==> src/rtl/branch_resolve_ctrl.sv <==
// Tracks fetch-stage branch predictions in an in-order queue and resolves them against EX results.
// Mispredictions flush the pipeline, redirect fetch, drain the queue and stall fetch while it recovers.
module branch_resolve_ctrl #(
  parameter int WORD_SIZE      = 16,
  parameter int DEPTH          = 4,
  parameter int RECOVER_CYCLES = 2
) (
  input  logic                       clk,
  input  logic                       reset_n,
  input  logic                       pred_valid,
  input  logic [WORD_SIZE-1:0]       pred_pc,
  input  logic [WORD_SIZE-1:0]       pred_target,
  output logic                       pred_ready,
  input  logic                       res_valid,
  input  logic [WORD_SIZE-1:0]       res_target,
  output logic                       correct,
  output logic                       flush,
  output logic [WORD_SIZE-1:0]       redirect_pc,
  output logic [15:0]                mispredict_count,
  output logic [$clog2(DEPTH+1)-1:0] outstanding,
  output logic                       underflow_err,
  output logic [1:0]                 state_dbg,
  output logic [WORD_SIZE-1:0]       head_pc_dbg
);

  // Handshake: a prediction is recorded on a cycle where pred_valid && pred_ready;
  // pred_valid is a don't-care whenever pred_ready is low. res_valid has no ready:
  // it is consumed in RUN and ignored in FLUSH/RECOVER.

  localparam int PW  = $clog2(DEPTH);
  localparam int CW  = $clog2(DEPTH+1);
  localparam int RCW = $clog2(RECOVER_CYCLES+1);

  typedef enum logic [1:0] {
    ST_RUN     = 2'd0,
    ST_FLUSH   = 2'd1,
    ST_RECOVER = 2'd2
  } state_t;

  state_t               state, state_nxt;
  logic [RCW-1:0]       rc_cnt, rc_nxt;
  logic [WORD_SIZE-1:0] pc_mem  [DEPTH];
  logic [WORD_SIZE-1:0] tgt_mem [DEPTH];
  logic [PW-1:0]        rd_ptr, wr_ptr;
  logic [CW-1:0]        count;
  logic [15:0]          mis_cnt;

  logic run, res_hit, match, miss, push, pop;

  assign run        = (state == ST_RUN);
  assign pred_ready = run && (count < CW'(DEPTH));
  assign res_hit    = run && res_valid && (count != '0);
  assign match      = res_hit && (res_target == tgt_mem[rd_ptr]);
  assign miss       = res_hit && !match;
  // A push racing a mispredict is wrong-path and must not survive the clear.
  assign push       = pred_valid && pred_ready && !miss;
  assign pop        = match;

  assign outstanding      = count;
  assign mispredict_count = mis_cnt;
  assign state_dbg        = state;
  assign head_pc_dbg      = pc_mem[rd_ptr];

  always_comb begin
    state_nxt = state;
    rc_nxt    = rc_cnt;
    case (state)
      ST_RUN: begin
        if (miss) state_nxt = ST_FLUSH;
      end
      ST_FLUSH: begin
        state_nxt = ST_RECOVER;
        rc_nxt    = RCW'(RECOVER_CYCLES - 1);
      end
      ST_RECOVER: begin
        if (rc_cnt == '0) state_nxt = ST_RUN;
        else              rc_nxt    = rc_cnt - RCW'(1);
      end
      default: state_nxt = ST_RUN;
    endcase
  end

  always_ff @(posedge clk) begin
    if (!reset_n) begin
      state         <= ST_RUN;
      rc_cnt        <= '0;
      rd_ptr        <= '0;
      wr_ptr        <= '0;
      count         <= '0;
      correct       <= 1'b0;
      flush         <= 1'b0;
      redirect_pc   <= '0;
      mis_cnt       <= '0;
      underflow_err <= 1'b0;
    end else begin
      state   <= state_nxt;
      rc_cnt  <= rc_nxt;
      correct <= match;
      flush   <= miss;
      if (run && res_valid && (count == '0)) underflow_err <= 1'b1;
      if (miss) begin
        rd_ptr      <= '0;
        wr_ptr      <= '0;
        count       <= '0;
        redirect_pc <= res_target;
        if (mis_cnt != 16'hFFFF) mis_cnt <= mis_cnt + 16'd1;
      end else begin
        if (push) wr_ptr <= wr_ptr + PW'(1);
        if (pop)  rd_ptr <= rd_ptr + PW'(1);
        case ({push, pop})
          2'b10:   count <= count + CW'(1);
          2'b01:   count <= count - CW'(1);
          default: count <= count;
        endcase
      end
    end
  end

  // Queue storage carries no reset; occupancy alone decides which entries are live.
  always_ff @(posedge clk) begin
    if (push) begin
      pc_mem[wr_ptr]  <= pred_pc;
      tgt_mem[wr_ptr] <= pred_target;
    end
  end

endmodule

==> config.mk <==
export PLATFORM = sky130hd
export DESIGN_NAME = branch_resolve_ctrl
export DESIGN_NICKNAME = d
export VERILOG_FILES = /design/src/rtl/branch_resolve_ctrl.sv
export SDC_FILE = /design/constraint.sdc
export NUM_CORES = 1
export LEC_CHECK = 0
export BUFFER_PORTS_ARGS = -buffer_cell sky130_fd_sc_hd__buf_2
export CORE_UTILIZATION = 44
export DETAILED_ROUTE_END_ITERATION = 6
export GPL_ROUTABILITY_DRIVEN = 0
export GPL_TIMING_DRIVEN = 1
export PLACE_DENSITY = 0.65
export REMOVE_ABC_BUFFERS = 1
export SLEW_MARGIN = 20
export SYNTH_ARGS = -nofsm -noshare
export SYNTH_HDL_FRONTEND = slang
export SYNTH_SLANG_ARGS = --single-unit
==> constraint.sdc <==
create_clock -name clk -period 5.32 [get_ports clk]
set_input_delay 0.266 -clock clk [delete_from_list [all_inputs] [get_ports clk]]
set_output_delay 0.266 -clock clk [all_outputs]
set_load 0.01 [all_outputs]
==> flow_summary.ini, run 1 <==
[status]
status = completed

[worst_hold_path]
hold_depth = 1
hold_class = input port to register

[global_routing]
grt_overflow = 0
grt_pass1_vias = 4104
antenna_found_initial = 4
grt_max_degree = 77
grt_usage_pct = 17.7
grt_pass1_wl_mm = 21.3

[die]
initial_core_util_pct = 44.9
rows = 46
die_area_sq_mm = 0.0166
pin_count = 109
core-area_sq_mm = 0.0158
dieHeight_microns = 129
die_w_microns = 129

[cts]
post_cts.repair.setup_buffers = 0
hold_buffers = 0
root_buffer = clkbuf_16
clk_pin_slew_worst_paths_ps = 60
cts_buffers = 17
cts_resized = 0
cts_sinks = 176
h-tree-depth = 4
clk-insertion-delay-late_ps = 420
clk_path_buf_depth = 2
cts_tree = built

[power]
power.density_mw_per_mm2 = 395
seqPwrFrac_pct = 50.9
p_sw_uw = 803
p_int_uw = 2510
p_leak_uw = 0.00301
p_clk_share_pct = 35.7
vdd_drop_max_mv = 0.352
pwr-share-comb_pct = 13.4
swShare_pct = 24.3

[synthesis]
syn_area_per_cell_sq_um = 15.8
synthFlopType = edfxtp_1
yosys_warnings = 0
ys_async_sr_fraction_pct = 0
syn_area_sq_mm = 0.00708
ys_types = 43
synth_edf_count = 128
synth_seq_cells = 176
seq_area_frac_synth_pct = 67.8
synthesis.instances = 447

[worst_setup_path]
crit_chain = mux4_2, xnor2_1, nand4_1, nor4_4, buf_4, nand2b_1, nand2_1, ha_1, fa_1, xnor2_1, nor2_1, xor2_1, and3_1
endpoint_kind = register
critPathLaunchType = register
slowest_delay_ps = 940
cp_max_fo = 25
criticalPathCategory = register to register
crit_end = outstanding[2]
rr_worst_depth = 13
crit_arrival_ps = 4530
crit_path_top_delay_cell = dfxtp_2
r2r-end = outstanding[2]
r2r_slack_ps = 1100
cp.required_ps = 5630
critPathMostFrequentCell = xnor2_1

[sta]
period_share_pct = 79.3
slew_viol_final = 0
min_period_ps = 4220
finalSetupTns_ps = 0
rsz0062_at_grt = false
finalHoldViolations = 0
max_freq_mhz = 237
slew_headroom_pct = 38.4
setup_violations = 0
tightestPinTransition_ps = 924
hold_slack_ps = 56.1
fin_skew_ps = 9.89

[route]
wirelength_mm = 13.7
vias = 4089
drc = 0
ant_nets = 0
drt-pass1-iter-count = 5
wire_per_inst_microns = 17.4
drtIter0Drc = 210
drt-vias-per-instance = 5.21

[layout]
drive_gt1_share_pct = 31.7
syn2layout_area_growth_pct = 18.4
fin_nets = 616
final_util_pct = 53.2

[placement]
io_buffers = 108
dp.final_hpwl_mm = 8.72

[flow_run]
maxCapViolCount = 0
synthesized netlist by cell type (6+ instances only):
cell / count / area share (%)
nand2b_1: 11 / 0.97
nor3_1: 10 / 0.71
nand3_1: 9 / 0.64
mux2i_1: 29 / 4.1
dfxtp_1: 48 / 14
and3_1: 14 / 1.2
nand2_1: 51 / 2.7
ha_1: 7 / 1.2
nand4_1: 7 / 0.62
edfxtp_1: 128 / 54
mux4_2: 32 / 10
clkbuf_1: 11 / 0.58
xnor2_1: 19 / 2.3
nor2_1: 6 / 0.32
and2_1: 6 / 0.53
worst min path at each step:
stage	from	to
after global routing	pred_pc[12]	pc_mem[2][12]
after floorplan	pred_pc[0]	pc_mem[0][0]
after global placement	redirect_pc[3]	redirect_pc[3]
after detailed placement	redirect_pc[2]	redirect_pc[2]
after CTS	pred_pc[9]	pc_mem[3][9]
final	pred_pc[9]	pc_mem[1][9]
sequential cells by signal, indices dropped and copies added (netlist names), 2 cells and up, named ones only:
register,count
mispredict_count,16
outstanding,3
pc_mem,64
rc_cnt,2
rd_ptr,2
redirect_pc,16
state_dbg,2
tgt_mem,64
wr_ptr,2
worst max-delay path: cells and delay by family (launching register included):
kind                       cells  cell delay [ps]
xor gates and xnor gates       3              460
adders and majority gates      2              630
buffers and inverters          1              300
DFF                            1              940
muxes                          1              620
and+or+nand+nor                6             1140
cell families (layout without fill, tap and decap cells):
family	after synthesis	in the layout	synth area share [%]
muxes	62	62	14.4
other	0	1	0
DFF	176	176	67.8
adders and majority gates	8	8	1.52
xor gates and xnor gates	20	20	2.47
buffers and inverters	28	149	1.89
and+or+nand+nor	132	132	9.89
AOI/OAI and AO/OA	21	21	1.94
cells in the final DEF, fill, tap and decap left out, drive strengths merged, types with 3 or more instances in the layout:
| master | count |
|---|---|
| edfxtp | 128 |
| buf | 113 |
| nand2 | 51 |
| dfxtp | 48 |
| mux4 | 32 |
| mux2i | 29 |
| clkbuf | 21 |
| xnor2 | 19 |
| and3 | 14 |
| nand2b | 11 |
| nor3 | 10 |
| nand3 | 9 |
| nand4 | 7 |
| ha | 7 |
| o21ai | 7 |
| clkinv | 7 |
| nor2 | 6 |
| and2 | 6 |
| inv | 5 |
| nor2b | 4 |
| a21boi | 3 |
| nor3b | 3 |
final cells by class:
| class | count | area [sq um] |
|---|---|---|
| multi-input cells | 243 | 2150 |
| repair buffers | 113 | 578 |
| diodes | 1 | 2.50 |
| clock buffers | 21 | 440 |
| inverters | 5 | 18.8 |
| fillers | 1339 | 7390 |
| clock inverters | 10 | 115 |
| well taps | 216 | 270 |
| flip-flops and latches | 176 | 4810 |
metrics by stage:
step                      std cells  area, sq um  worst slack [ps]  power (uW)
after detailed placement        753         7830              1030        2170
after floorplan                 424         6970               619        1980
final                           785         8380              1100        3310
after global routing            784         8380               775        3460
after CTS                       784         8380               995        3350
after global placement          753         7830              1220        2150
power groups by stage:
stage          combinational, uW  clock [uW]  sequential [uW]
3_3_place_gp                 441           0             1710
6_report                     444        1180             1680
2_1_floorplan                267           0             1710
3_5_place_dp                 453           0             1710
5_1_grt                      492        1270             1700
4_1_cts                      455        1210             1690
routing by layer:
layer	up-vias	GRT usage, %	part of all wire (%)
met3	16	7.53	7.0
li1	1915	-	-
met2	123	29.0	49
met5	-	0	0.32
met4	6	4.57	0.67
met1	2029	21.6	43
No activity file was read; power rests on OpenSTA's default activity.
==> run 2, diff against run 1 <==
--- a/config.mk
+++ b/config.mk
@@ -5,12 +5,13 @@
 export SDC_FILE = /design/constraint.sdc
 export NUM_CORES = 1
 export LEC_CHECK = 0
+export ABC_AREA = 1
 export BUFFER_PORTS_ARGS = -buffer_cell sky130_fd_sc_hd__buf_2
 export CORE_UTILIZATION = 44
 export DETAILED_ROUTE_END_ITERATION = 6
 export GPL_ROUTABILITY_DRIVEN = 0
 export GPL_TIMING_DRIVEN = 1
-export PLACE_DENSITY = 0.65
+export PLACE_DENSITY = 0.68
 export REMOVE_ABC_BUFFERS = 1
 export SLEW_MARGIN = 20
 export SYNTH_ARGS = -nofsm -noshare
==> constraint.sdc (replaced) <==
create_clock -name clk -period 3.5 [get_ports clk]
set_input_delay 0.175 -clock clk [delete_from_list [all_inputs] [get_ports clk]]
set_output_delay 0.175 -clock clk [all_outputs]
set_load 0.01 [all_outputs]
==> flow_summary.ini, run 2 <==
[status]
status = completed

[worst_setup_path]
critPathLaunchType = register
crit_path_top_delay_cell = buf_4
criticalPathCategory = register to register
crit_chain = buf_4, nand2_1, nand3_1, nand2_1, nand2_1, nand2_1, nor2_1, nand2_1, nor2_1, nand2_2, nand2_4, nand2_1, ha_1, fa_1, a21oi_1, o21ai_0, xor2_1, nor2_1
endpoint_kind = register
r2r_slack_ps = 460
cp.required_ps = 3880
crit_arrival_ps = 3420
cp_max_fo = 64
rr_worst_depth = 18
slowest_delay_ps = 530
critPathMostFrequentCell = nand2_1
r2r-end = outstanding[2]

[power]
vdd_drop_max_mv = 0.603
p_leak_uw = 0.00364
seqPwrFrac_pct = 50.4
p_int_uw = 3640
total_power_uw = 4880
p_sw_uw = 1240
pwr-share-comb_pct = 11.4
p_clk_share_pct = 38.2
power.density_mw_per_mm2 = 534
swShare_pct = 25.4

[route]
drtIter0Drc = 393
drt-vias-per-instance = 4.98
wirelength_mm = 15.9
ant_nets = 0
drt-pass1-iter-count = 5
drc = 0
vias = 5365
wire_per_inst_microns = 14.7

[die]
initial_core_util_pct = 45.5
rows = 46
die_area_sq_mm = 0.0171
core-area_sq_mm = 0.0161
dieHeight_microns = 131
pin_count = 109
die_w_microns = 131

[sta]
setup_violations = 0
slew_viol_final = 0
finalHoldViolations = 0
period_share_pct = 87.0
tightestPinTransition_ps = 727
min_period_ps = 3040
slew_headroom_pct = 51.5
rsz0062_at_grt = false
fin_skew_ps = 19.9
max_freq_mhz = 329

[synthesis]
ys_types = 33
syn_area_per_cell_sq_um = 10.6
syn_area_sq_mm = 0.00731
synthFlopType = edfxtp_1
synth_edf_count = 128
synth_top_area_share_pct = 52.6
yosys-top-cells-count = nand2_1, edfxtp_1, nor2_1, nand3_1, dfxtp_1
synth_most_common_cell = nand2_1
yosys_warnings = 0
synthesis.instances = 692
synth_seq_cells = 176
synth_area_leaders = edfxtp_1, dfxtp_1, nand2_1
ys_async_sr_fraction_pct = 0
synth_top_cell_by_area = edfxtp_1
seq_area_frac_synth_pct = 65.7

[cts]
cts_tree = built
clk-insertion-delay-late_ps = 440
h-tree-depth = 4
clk_path_buf_depth = 2
root_buffer = clkbuf_16
cts_buffers = 17
post_cts.repair.setup_buffers = 0
cts_resized = 0
cts_sinks = 176
clk_pin_slew_worst_paths_ps = 70

[layout]
drive_gt1_share_pct = 19.6
reg_top3 = pc_mem: 64 flops, tgt_mem: 64 flops
final_area_sq_mm = 0.00914
final_util_pct = 56.9
syn2layout_area_growth_pct = 25.0
layout_common_cells = nand2_1, edfxtp_1, buf_2, nor2_1, nand3_1
final_common_cell = nand2_1
fill_cells = 1339
antennaDiodeCount = 0
fin_nets = 908

[worst_hold_path]
hp-start = res_target[13]
hold_end = redirect_pc[13]
hold_depth = 3
hold_class = input port to register

[global_routing]
antenna_found_initial = 0
grt_overflow = 0
grt_usage_pct = 19.7
grt_pass1_vias = 5057
grt_max_degree = 65
grt_pass1_wl_mm = 25.1

[flow_run]
maxCapViolCount = 0

[placement]
dpl_cell_area_sq_mm = 0.00808
io_buffers = 108
dp.final_hpwl_mm = 9.17
-- run 2: cell types whose count changed after synthesis, sizes merged, moves of 14 or more --
cell / before / now
a21oi: 2 / 22
and3: 14 / 0
inv: 5 / 28
mux2i: 29 / 0
mux4: 32 / 0
nand2: 51 / 187
nand3: 9 / 57
nor2: 6 / 68
o21ai: 7 / 38
o22ai: 1 / 16
-- run 2: area by class of cell --
class,count,area [sq um],area share [%]
Clock buffer,18,439,4.81
Clock inverter,14,149,1.63
Inverter,28,105,1.15
Multi-Input combinational cell,457,2240,24.6
Sequential cell,176,4810,52.6
Tap cell,216,270,2.96
Timing Repair Buffer,168,1120,12.3
-- run 2: how the worst max path moves through the flow --
stage	endpoint	slack [ps]	cells past startpoint
after global placement	outstanding[2]	540	16
after detailed placement	outstanding[1]	470	16
after global routing	outstanding[2]	50	18
final	outstanding[2]	460	18
after floorplan	pc_mem[0][0]	-1500	12
after CTS	outstanding[1]	460	16
-- run 2: worst max-delay path, delay by kind of cell, from the launching register on --
kind,cells,cell delay (ps)
AOI/OAI and AO/OA,2,260
adders and majority gates,2,610
xor gates and xnor gates,1,150
DFF,1,330
and+or+nand+nor,12,1080
buffers and inverters,1,530
-- run 2: logic make-up (layout without fill, tap and decap cells) --
family	Yosys count	after routing	synth area share (%)
flops	176	176	65.7
compound gates	78	78	5.67
xor+xnor	15	15	1.80
buf+inv	59	228	3.95
simple gates	356	356	21.4
fa+ha+maj	8	8	1.47
-- run 2: metal layers --
metal  track usage [%]  vias to the layer above  share of wire [%]
met1              24.8                     2489                 45
li1                  -                     2706                  -
met2              32.9                      151                 48
met4              7.57                        0                1.7
met5                 0                        -                  0
met3              4.60                       19                5.0
-- run 2: through the flow --
| stage | TNS, ps | hold slack, ps | setup WS (ps) | instances |
|---|---|---|---|---|
| after floorplan | -194180 | 274 | -1500 | 661 |
| after global placement | 0 | 389 | 541 | 998 |
| after detailed placement | 0 | 390 | 474 | 998 |
| after CTS | 0 | 7.90 | 463 | 1077 |
| after global routing | 0 | 48.7 | 53.5 | 1077 |
| final | 0 | 7.58 | 456 | 1077 |
-- run 2: power groups by stage --
| stage | clock, uW | sequential, uW | combinational (uW) |
|---|---|---|---|
| 2_1_floorplan | 0 | 2520 | 272 |
| 3_3_place_gp | 0 | 2500 | 512 |
| 3_5_place_dp | 0 | 2500 | 519 |
| 4_1_cts | 1890 | 2460 | 563 |
| 5_1_grt | 1970 | 2470 | 625 |
| 6_report | 1860 | 2460 | 556 |
-- run 2: timing repair --
action,in CTS,in global routing
endpoints found under the hold margin,143,0
hold buffers,47,0
endpoints found under the setup margin,0,0
==> run 3, diff against run 2 <==
--- a/config.mk
+++ b/config.mk
@@ -7,11 +7,14 @@
 export LEC_CHECK = 0
 export ABC_AREA = 1
 export BUFFER_PORTS_ARGS = -buffer_cell sky130_fd_sc_hd__buf_2
-export CORE_UTILIZATION = 44
+export CELL_PAD_IN_SITES_DETAIL_PLACEMENT = 0
+export CELL_PAD_IN_SITES_GLOBAL_PLACEMENT = 1
+export CORE_MARGIN = 4
+export CORE_UTILIZATION = 40
 export DETAILED_ROUTE_END_ITERATION = 6
 export GPL_ROUTABILITY_DRIVEN = 0
 export GPL_TIMING_DRIVEN = 1
-export PLACE_DENSITY = 0.68
+export PLACE_DENSITY = 0.76
 export REMOVE_ABC_BUFFERS = 1
 export SLEW_MARGIN = 20
 export SYNTH_ARGS = -nofsm -noshare
==> flow_summary.ini, run 3 (synthesized netlist as in run 2, its figures left out) <==
[status]
status = completed

[cts]
root_buffer = clkbuf_16
cts_resized = 0
cts_buffers = 17
cts_sinks = 176
cts_tree = built
post_cts.repair.setup_buffers = 0
h-tree-depth = 4
clk_path_buf_depth = 2
hold_buffers = 47
clk-insertion-delay-late_ps = 430
clk_pin_slew_worst_paths_ps = 70

[sta]
tightestPinTransition_ps = 724
max_freq_mhz = 319
slew_viol_final = 0
hold_slack_ps = 18.6
setup_violations = 0
setup_slack_ps = 361
period_share_pct = 89.7
finalHoldViolations = 0
rsz0062_at_grt = false
min_period_ps = 3140
slew_headroom_pct = 51.7
fin_skew_ps = 15.0

[power]
vdd_drop_max_mv = 0.380
power.density_mw_per_mm2 = 530
total_power_uw = 4820
p_leak_uw = 0.00362

[worst_hold_path]
hold_class = input port to register

[route]
drtIter0Drc = 303
wire_per_inst_microns = 15.5
drt-pass1-iter-count = 4
ant_nets = 0
wirelength_mm = 16.9
vias = 5463
drt-vias-per-instance = 5.02
drc = 0

[global_routing]
antenna_found_initial = 0
grt_pass1_vias = 5444
grt_pass1_wl_mm = 27.0
grt_max_degree = 65
grt_usage_pct = 17.0
grt_overflow = 0

[layout]
reg_top3 = pc_mem: 64 flops, tgt_mem: 64 flops
final_common_cell = nand2_1
instances_no_fill = 1089
layout_common_cells = nand2_1, edfxtp_1, buf_2, nor2_1, nand3_1
drive_gt1_share_pct = 19.3
antennaDiodeCount = 0
syn2layout_area_growth_pct = 24.6
fin_nets = 907
final_util_pct = 50.7

[placement]
dp.final_hpwl_mm = 10.2
io_buffers = 108
post-place-ws_ps = 350
dpl.cell_count = 1010

[flow_run]
maxCapViolCount = 0

[worst_setup_path]
cp.required_ps = 3810
cp_max_fo = 64
crit_arrival_ps = 3450
criticalPathCategory = register to register
critPathLaunchType = register
endpoint_kind = register

[die]
die_area_sq_mm = 0.0205
dieHeight_microns = 143
die_w_microns = 143
rows = 49
initial_core_util_pct = 40.7
pin_count = 109
core-area_sq_mm = 0.0180
-- run 3: cell types whose count changed in the layout (fill, tap and decap cells not counted), sizes merged --
cell    before  now
inv         35   33
clkinv       4    5
clkbuf      18   19
buf        121  120
-- run 3: final timing paths --
check / start / end / slack [ps] / cells after the start
hold reg to reg: redirect_pc[2] / redirect_pc[2] / 470 / 2
setup reg to reg: register / outstanding[2] / 360 / 17
setup / recovery: register / outstanding[2] / 360 / 17
hold / removal: res_target[12] / redirect_pc[12] / 20 / 3
-- run 3: final cells by class --
type,count,area [sq um]
multi-input cells,457,2240
repair buffers,167,1100
clock inverters,13,128
fillers,1606,8860
clock buffers,19,433
well taps,229,287
inverters,28,105
flip-flops and latches,176,4810
-- run 3: per-layer routing --
metal	part of all wire, %	track usage (%)	up-vias
met5	0	0	-
met4	1.4	6.25	0
met3	6.2	4.49	25
met2	50	29.2	148
met1	42	20.5	2588
li1	-	-	2702
-- run 3: critical path, stage by stage (launching register included) --
cell and delay (ps):
dfxtp_2 340, buf_4 540, nand2_1 150, nand3_1 140, nand2_1 60, nand2_1 50
nand2_1 40, nor2_1 100, nand2_1 70, nor2_1 190, nand2_2 110, nand2_4 60
nand2_1 80, ha_1 230, fa_1 380, o21ai_0 230, xor2_1 170, nor2_1 60
-- run 3: report_power, final --
part           internal (uW)  leakage, uW  switching (uW)  total (uW)
Sequential              2410      0.00156            53.1        2460
Clock                    994     0.000272             809        1800
Combinational            207      0.00179             351         558
-- run 3: per-stage QoR --
step / area (sq um) / setup TNS, ps
6_report: 9100 / 0
4_1_cts: 9100 / 0
3_5_place_dp: 8070 / 0
3_3_place_gp: 8070 / 0
5_1_grt: 9100 / 0
2_1_floorplan: 7120 / -194180
